### src/rtl/uart_pkg.sv
// Shared types and limits for the UART transmit path: state encoding, legal parameter bounds
// and the clock-to-bit-period divider helper.
package uart_pkg;

  typedef enum logic [2:0] {
    IDLE   = 3'd0,
    START  = 3'd1,
    DATA   = 3'd2,
    PARITY = 3'd3,
    STOP   = 3'd4
  } tx_state_e;

  localparam int DATA_BITS_MIN = 5;
  localparam int DATA_BITS_MAX = 9;
  localparam int STOP_BITS_MIN = 1;
  localparam int STOP_BITS_MAX = 2;
  localparam int DIV_MIN       = 4;

  function automatic int calc_div(input int clk_hz, input int baud);
    return clk_hz / baud;
  endfunction

endpackage

### src/rtl/uart_tx_frame_if.sv
// Host-side byte handshake of the UART transmitter; the host is master, the transmitter slave.
interface uart_tx_frame_if #(
  parameter int DATA_BITS = 8
);
  logic                 tx_en_sig;
  logic [DATA_BITS-1:0] tx_data;
  logic                 tx_ready;
  logic                 tx_busy;
  logic                 tx_done_sig;

  modport master (output tx_en_sig, output tx_data,
                  input  tx_ready, input tx_busy, input tx_done_sig);
  modport slave  (input  tx_en_sig, input tx_data,
                  output tx_ready, output tx_busy, output tx_done_sig);
endinterface

### src/rtl/uart_baud_tick.sv
// Bit-period timer: counts while run is high, cleared while low, one-cycle tick at DIV-1.
module uart_baud_tick #(
  parameter int DIV = 4
) (
  input  logic clk,
  input  logic rst_n,
  input  logic run,
  output logic tick
);
  localparam int            CW   = $clog2(DIV);
  localparam logic [CW-1:0] LAST = CW'(DIV - 1);

  logic [CW-1:0] cnt_q, cnt_d;

  always_comb begin
    cnt_d = cnt_q;
    if (!run || cnt_q == LAST) cnt_d = '0;
    else                       cnt_d = cnt_q + 1'b1;
  end

  assign tick = run && (cnt_q == LAST);

  always_ff @(posedge clk or negedge rst_n) begin
    if (!rst_n) cnt_q <= '0;
    else        cnt_q <= cnt_d;
  end
endmodule

### src/rtl/uart_tx_frame.sv
// Parametrised UART transmitter with a one-entry holding register for gap-free back-to-back frames.
// Optional parity bit is compiled in with the UART_TX_PARITY_EN macro.
module uart_tx_frame
  import uart_pkg::*;
#(
  parameter int CLK_FREQ_HZ = 50_000_000,
  parameter int BAUD        = 9600,
  parameter int DATA_BITS   = 8,
  parameter int STOP_BITS   = 1,
  parameter int PARITY_ODD  = 0
) (
  input  logic             clk,
  input  logic             rst_n,
  uart_tx_frame_if.slave   host,
  output logic             tx_pin_out
);
  localparam int DIV = calc_div(CLK_FREQ_HZ, BAUD);
  localparam int IW  = $clog2(DATA_BITS + 1);

  localparam logic [2:0]    S_IDLE    = IDLE;
  localparam logic [2:0]    S_START   = START;
  localparam logic [2:0]    S_DATA    = DATA;
  localparam logic [2:0]    S_STOP    = STOP;
  localparam logic [IW-1:0] IDX_DLAST = IW'(DATA_BITS - 1);
  localparam logic [IW-1:0] IDX_SLAST = IW'(STOP_BITS - 1);
`ifdef UART_TX_PARITY_EN
  localparam logic [2:0]    S_PARITY  = PARITY;
`endif

  if (DIV < DIV_MIN) begin : g_chk_div
    $error("uart_tx_frame: CLK_FREQ_HZ/BAUD must be at least 4");
  end
  if (DATA_BITS < DATA_BITS_MIN || DATA_BITS > DATA_BITS_MAX) begin : g_chk_data
    $error("uart_tx_frame: DATA_BITS must be 5..9");
  end
  if (STOP_BITS < STOP_BITS_MIN || STOP_BITS > STOP_BITS_MAX) begin : g_chk_stop
    $error("uart_tx_frame: STOP_BITS must be 1 or 2");
  end
  if (PARITY_ODD != 0 && PARITY_ODD != 1) begin : g_chk_par
    $error("uart_tx_frame: PARITY_ODD must be 0 or 1");
  end

  logic [2:0]           state_q, state_d;
  logic [DATA_BITS-1:0] hold_q, hold_d;
  logic                 hold_full_q, hold_full_d;
  logic [DATA_BITS-1:0] shift_q, shift_d;
  logic [IW-1:0]        idx_q, idx_d;
  logic                 done_q, done_d;
  logic                 pin_q, pin_d;
  logic                 bit_tick, run, load, ready, accept;
`ifdef UART_TX_PARITY_EN
  logic                 par_q, par_d;
`endif

  assign run = (state_q != S_IDLE);

  uart_baud_tick #(.DIV(DIV)) u_baud (
    .clk  (clk),
    .rst_n(rst_n),
    .run  (run),
    .tick (bit_tick)
  );

  always_comb begin
    state_d     = state_q;
    hold_d      = hold_q;
    hold_full_d = hold_full_q;
    shift_d     = shift_q;
    idx_d       = idx_q;
    done_d      = 1'b0;
    load        = 1'b0;
`ifdef UART_TX_PARITY_EN
    par_d       = par_q;
`endif
    case (state_q)
      S_IDLE:  if (hold_full_q) load = 1'b1;
      S_START: if (bit_tick) begin
        state_d = S_DATA;
        idx_d   = '0;
      end
      S_DATA:  if (bit_tick) begin
        shift_d = shift_q >> 1;
        if (idx_q == IDX_DLAST) begin
          idx_d = '0;
`ifdef UART_TX_PARITY_EN
          state_d = S_PARITY;
`else
          state_d = S_STOP;
`endif
        end else begin
          idx_d = idx_q + 1'b1;
        end
      end
`ifdef UART_TX_PARITY_EN
      S_PARITY: if (bit_tick) begin
        state_d = S_STOP;
        idx_d   = '0;
      end
`endif
      S_STOP:  if (bit_tick) begin
        if (idx_q == IDX_SLAST) begin
          done_d = 1'b1;
          idx_d  = '0;
          // A queued byte chains straight into the next start bit
          if (hold_full_q) load = 1'b1;
          else             state_d = S_IDLE;
        end else begin
          idx_d = idx_q + 1'b1;
        end
      end
      default: state_d = S_IDLE;
    endcase

    if (load) begin
      state_d     = S_START;
      shift_d     = hold_q;
      hold_full_d = 1'b0;
`ifdef UART_TX_PARITY_EN
      par_d       = (^hold_q) ^ PARITY_ODD[0];
`endif
    end

    // Unloading frees the slot in the same cycle, so a write can land alongside it
    ready  = !hold_full_q || load;
    accept = host.tx_en_sig && ready;
    if (accept) begin
      hold_d      = host.tx_data;
      hold_full_d = 1'b1;
    end

    case (state_d)
      S_START:   pin_d = 1'b0;
      S_DATA:    pin_d = shift_d[0];
`ifdef UART_TX_PARITY_EN
      S_PARITY:  pin_d = par_d;
`endif
      default:   pin_d = 1'b1;
    endcase
  end

  always_ff @(posedge clk or negedge rst_n) begin
    if (!rst_n) begin
      state_q     <= S_IDLE;
      hold_q      <= '0;
      hold_full_q <= 1'b0;
      shift_q     <= '0;
      idx_q       <= '0;
      done_q      <= 1'b0;
      pin_q       <= 1'b1;
`ifdef UART_TX_PARITY_EN
      par_q       <= 1'b0;
`endif
    end else begin
      state_q     <= state_d;
      hold_q      <= hold_d;
      hold_full_q <= hold_full_d;
      shift_q     <= shift_d;
      idx_q       <= idx_d;
      done_q      <= done_d;
      pin_q       <= pin_d;
`ifdef UART_TX_PARITY_EN
      par_q       <= par_d;
`endif
    end
  end

  assign host.tx_ready    = ready;
  assign host.tx_busy     = run;
  assign host.tx_done_sig = done_q;
  assign tx_pin_out       = pin_q;
endmodule

### src/flat_wrapper.sv
// flat-port wrapper written by rule: the top's interface ports become plain ports
module uart_tx_frame_flat import uart_pkg::*;
#(
  parameter int CLK_FREQ_HZ = 50_000_000,
  parameter int BAUD        = 9600,
  parameter int DATA_BITS   = 8,
  parameter int STOP_BITS   = 1,
  parameter int PARITY_ODD  = 0
)
  (clk, rst_n, tx_pin_out, host_tx_en_sig, host_tx_data, host_tx_ready, host_tx_busy, host_tx_done_sig);
  uart_tx_frame_if #(.DATA_BITS(DATA_BITS)) host_i ();
  input  logic clk;
  input  logic rst_n;
  output logic tx_pin_out;
  input wire logic [$bits(host_i.tx_en_sig)-1:0] host_tx_en_sig;
  input wire logic [$bits(host_i.tx_data)-1:0] host_tx_data;
  output wire logic [$bits(host_i.tx_ready)-1:0] host_tx_ready;
  output wire logic [$bits(host_i.tx_busy)-1:0] host_tx_busy;
  output wire logic [$bits(host_i.tx_done_sig)-1:0] host_tx_done_sig;
  assign host_i.tx_en_sig = host_tx_en_sig;
  assign host_i.tx_data = host_tx_data;
  assign host_tx_ready = host_i.tx_ready;
  assign host_tx_busy = host_i.tx_busy;
  assign host_tx_done_sig = host_i.tx_done_sig;
  uart_tx_frame #(.CLK_FREQ_HZ(CLK_FREQ_HZ), .BAUD(BAUD), .DATA_BITS(DATA_BITS), .STOP_BITS(STOP_BITS), .PARITY_ODD(PARITY_ODD)) u_core (.clk(clk), .rst_n(rst_n), .host(host_i), .tx_pin_out(tx_pin_out));
endmodule
### config.mk
export PLATFORM = sky130hd
export DESIGN_NAME = uart_tx_frame_flat
export DESIGN_NICKNAME = d
export VERILOG_FILES = /design/src/rtl/uart_pkg.sv /design/src/rtl/uart_tx_frame_if.sv /design/src/rtl/uart_baud_tick.sv /design/src/rtl/uart_tx_frame.sv /design/src/flat_wrapper.sv
export SDC_FILE = /design/constraint.sdc
export NUM_CORES = 1
export LEC_CHECK = 0
export CAP_MARGIN = 20
export CELL_PAD_IN_SITES_DETAIL_PLACEMENT = 1
export CELL_PAD_IN_SITES_GLOBAL_PLACEMENT = 2
export CORE_MARGIN = 4
export CORE_UTILIZATION = 36
export CTS_CLUSTER_DIAMETER = 200
export DETAILED_ROUTE_END_ITERATION = 8
export PLACE_DENSITY_LB_ADDON = 0.15
export SYNTH_ARGS = -nofsm -noshare
export SYNTH_HDL_FRONTEND = slang
export SYNTH_SLANG_ARGS = --single-unit
### constraint.sdc
create_clock -name clk -period 2.2 [get_ports clk]
set_input_delay 0.55 -clock clk [delete_from_list [all_inputs] [get_ports clk]]
set_output_delay 0.55 -clock clk [all_outputs]
set_load 0.02 [all_outputs]
==> impl_metrics.py <==
metrics = {
    "sta": {
        "rsz0062_at_grt": "yes",
        "final_worst_setup_slack_ns": -0.0956,
        "slew-limit-headroom_pct": 64.4,
        "finalCritPeriodShare_pct": 104,
        "final-hold-violation-count": 0,
        "setup_tns_ns": -0.0956,
        "final-max-slew-violation-count": 0,
        "final.min_clock_period_ns": 2.30,
        "timing.final.setup_violations": 1,
        "achievable-frequency_ghz": 0.436,
        "tightest_slew_ns": 0.519,
        "skew_ns": 0.00587,
    },
    "global_route": {
        "antenna_violations_before_repair": 0,
        "first_global_vias": 1732,
        "global_route.usage.total_pct": 16.1,
        "grt_max_degree": 21,
        "grt.overflow.total": 0,
        "grt_pass1_wl_mm": 8.83,
    },
    "synthesis": {
        "yosysWarningCount": 0,
        "netlist_instances": 183,
        "syn-num-nets": 197,
        "flop_and_latch_count_out_of_synthesis": 39,
        "synth_most_common_cell": "sky130_fd_sc_hd__dfrtp_1",
        "synthDominantAreaCellType": "sky130_fd_sc_hd__dfrtp_1",
        "netlist-cell-type-count": 42,
        "sequential_fraction_of_the_synthesis_area_pct": 48.2,
        "synthArstFlopShare_pct": 100,
        "post_synth_instance_area_sq_um": 2030,
        "synth_top_cells_by_area": "sky130_fd_sc_hd__dfrtp_1 (47%), sky130_fd_sc_hd__mux2_2 (9.4%), sky130_fd_sc_hd__xor2_1 (5.2%)",
        "synth_top_cells_by_count": "sky130_fd_sc_hd__dfrtp_1 (38), sky130_fd_sc_hd__mux2_2 (17), sky130_fd_sc_hd__nor2_1 (14)",
        "synth-main-ff-cell": "sky130_fd_sc_hd__dfrtp_1",
        "post_synth.cell_area_avg_sq_um": 11.1,
        "yosys.area.top_type_share_pct": 46.9,
        "edff_count_synth": 0,
    },
    "die": {
        "dieWidth_um": 83.1,
        "std_cell_rows": 27,
        "floorplan.io_pins": 15,
        "die-height_um": 83.1,
        "die_area_sq_um": 6900,
        "design.core.area_sq_um": 5470,
        "start_util_pct": 37.1,
    },
    "worst_hold_path": {
        "hold_class": "input port to asynchronous set/reset pin",
    },
    "setup_path": {
        "worstPathMaxFanout": 3,
        "critical_path.endpoint_type": "primary output",
        "path_class": "flip-flop to primary output",
        "worst_r2r_endpoint": "u_core.hold_q[4]",
        "worst-r2r-setup-slack_ns": 0.11,
        "r2r_cells": 7,
        "start_kind": "flip-flop",
        "rr_startpoint": "u_core.idx_q[0]",
        "critPathRequiredTime_ns": 1.65,
        "critical_path_arrival_ns": 1.75,
    },
    "flow_run": {
        "cap_viol_max_count": 0,
    },
    "route": {
        "vias_per_cell": 5.19,
        "drt_drc_violations_left": 0,
        "detail_route.wirelength_mm": 5.13,
        "routedWlPerCell_um": 16.9,
        "vias": 1573,
        "final_antenna_net_count": 0,
        "detailedRoute.firstPassIterationCount": 4,
        "drc_violation_total_after_the_first_tritonroute_iteration": 45,
    },
    "placed_design": {
        "place_congestion": 0.802,
        "io_buffer_count": 14,
        "placedInstanceArea_sq_um": 2470,
        "dp.final_hpwl_mm": 3.86,
    },
    "cells_and_area": {
        "design.final.nets": 244,
        "num-fill-cells": 603,
        "area_delta_synth_final_pct": 29.6,
        "final_std_cell_area_no_fill_sq_um": 2630,
        "drive_above_1_share_pct": 30.7,
        "antennaDiodeCount": 0,
    },
    "clock_tree": {
        "clock_tree.htree_level_count": 2,
        "clock_tree_buffer_depth": 2,
        "cts.reportedPaths.clkPinSlew_ns": 0.08,
        "tritoncts": "built",
        "cts-buffers-inserted": 5,
        "worstSkewPairLatency_ns": 0.29,
        "cts.sinks": 39,
        "clock-root-buffer": "sky130_fd_sc_hd__clkbuf_8",
    },
    "outcome": {
        "run_status": "finished, violations left",
        "failed_checks": "setup timing",
    },
    "pwr": {
        "p_per_area_nw_per_um2": 574,
        "worst_ir_drop_vdd_mv": 0.240,
        "total_leakage_power_nw": 1.20,
    },
}
[timing repair]
item                                    in CTS  in global routing
pin swaps                                    1                  1
endpoints found under the setup margin       2                  1
gates resized for setup                      9                  1
hold buffers                                 0                  0
setup buffers                                0                  1
[how the worst max path moves through the flow]
stage / from / to / slack, ns / cells after the start
finish: u_core.idx_q[0] / host_tx_ready / -0.1 / 7
CTS: u_core.idx_q[0] / host_tx_ready / -0.08 / 7
global placement: u_core.idx_q[0] / host_tx_ready / -0.22 / 7
detailed placement: u_core.idx_q[0] / host_tx_ready / -0.28 / 7
global route: u_core.idx_q[0] / host_tx_ready / -0.20 / 7
floorplan: u_core.u_baud.cnt_q[0] / host_tx_ready / 0.004 / 5
[cell usage in the layout (no fill, tap or decap), types with 5 or more instances in the layout]
cell                              instances
sky130_fd_sc_hd__a21oi_1                  6
sky130_fd_sc_hd__buf_4                   31
sky130_fd_sc_hd__clkbuf_8                 5
sky130_fd_sc_hd__clkdlybuf4s50_1         11
sky130_fd_sc_hd__dfrtp_1                 38
sky130_fd_sc_hd__inv_1                    7
sky130_fd_sc_hd__mux2_2                  17
sky130_fd_sc_hd__nand2_1                 11
sky130_fd_sc_hd__nand3_1                  8
sky130_fd_sc_hd__nor2_1                  14
sky130_fd_sc_hd__o21ai_0                  7
sky130_fd_sc_hd__xor2_1                  12
[flip-flops by register name, indices dropped and copies added (netlist names)]
name / flops
u_core.u_baud.cnt_q: 13
u_core.hold_q: 8
u_core.shift_q: 8
u_core.idx_q: 4
u_core.state_q: 3
u_core.hold_full_q: 1
u_core.host.tx_done_sig: 1
u_core.tx_pin_out: 1
[stage by stage]
step           std cells  hold slack, ns  util [%]  setup WS [ns]  power, mW
2_1_floorplan        183           0.254         -        0.00432      0.769
3_3_place_gp         294           0.491      45.2         -0.224      0.808
3_5_place_dp         294           0.497      45.2         -0.279      0.812
4_1_cts              302           0.236      47.9        -0.0813       1.54
5_1_grt              303           0.261      48.1         -0.204       1.58
6_report             303           0.241      48.1        -0.0956       1.51
[logic make-up (layout without fill, tap and decap cells)]
logic type,Yosys count,count (layout),share of synthesized area [%]
AND/OR/NAND/NOR,68,68,21.3
flip-flops,39,39,48.2
AO/OA/AOI/OAI,29,29,10.5
multiplexers,19,19,10.4
buffers and inverters,13,61,2.59
XOR/XNOR,12,12,5.18
adder cells (fa/ha/maj),3,3,1.85
[worst max-delay path, cell delays in order (launching register included)]
cell,delay [ns]
sky130_fd_sc_hd__dfrtp_1,0.39
sky130_fd_sc_hd__inv_1,0.07
sky130_fd_sc_hd__ha_2,0.17
sky130_fd_sc_hd__nor3b_4,0.27
sky130_fd_sc_hd__nand4_4,0.14
sky130_fd_sc_hd__a21oi_4,0.16
sky130_fd_sc_hd__nand2b_4,0.14
sky130_fd_sc_hd__buf_6,0.11
[routing by layer]
layer / GRT usage, % / share of wire (%) / up-vias
met2: 27.4 / 51 / 22
met3: 2.58 / 2.2 / 7
met1: 20.3 / 45 / 792
met4: 6.24 / 1.7 / 0
met5: 0 / 0 / -
li1: - / - / 752
[report_power, final]
| part | switching, mW | internal, mW | total [mW] |
|---|---|---|---|
| Clock | 0.262 | 0.454 | 0.715 |
| Combinational | 0.0224 | 0.0309 | 0.0532 |
| Sequential | 0.00897 | 0.733 | 0.742 |
[final cells by class]
cell class,instances,area [sq um],share of cell area (%)
repair buffers,46,388,14.7
clock inverters,2,60.1,2.28
multi-input cells,131,1020,38.6
well taps,72,90.1,3.43
clock buffers,6,72.6,2.76
flip-flops and latches,39,977,37.2
inverters,7,26.3,0.999
(Power assumes the default switching activity.)
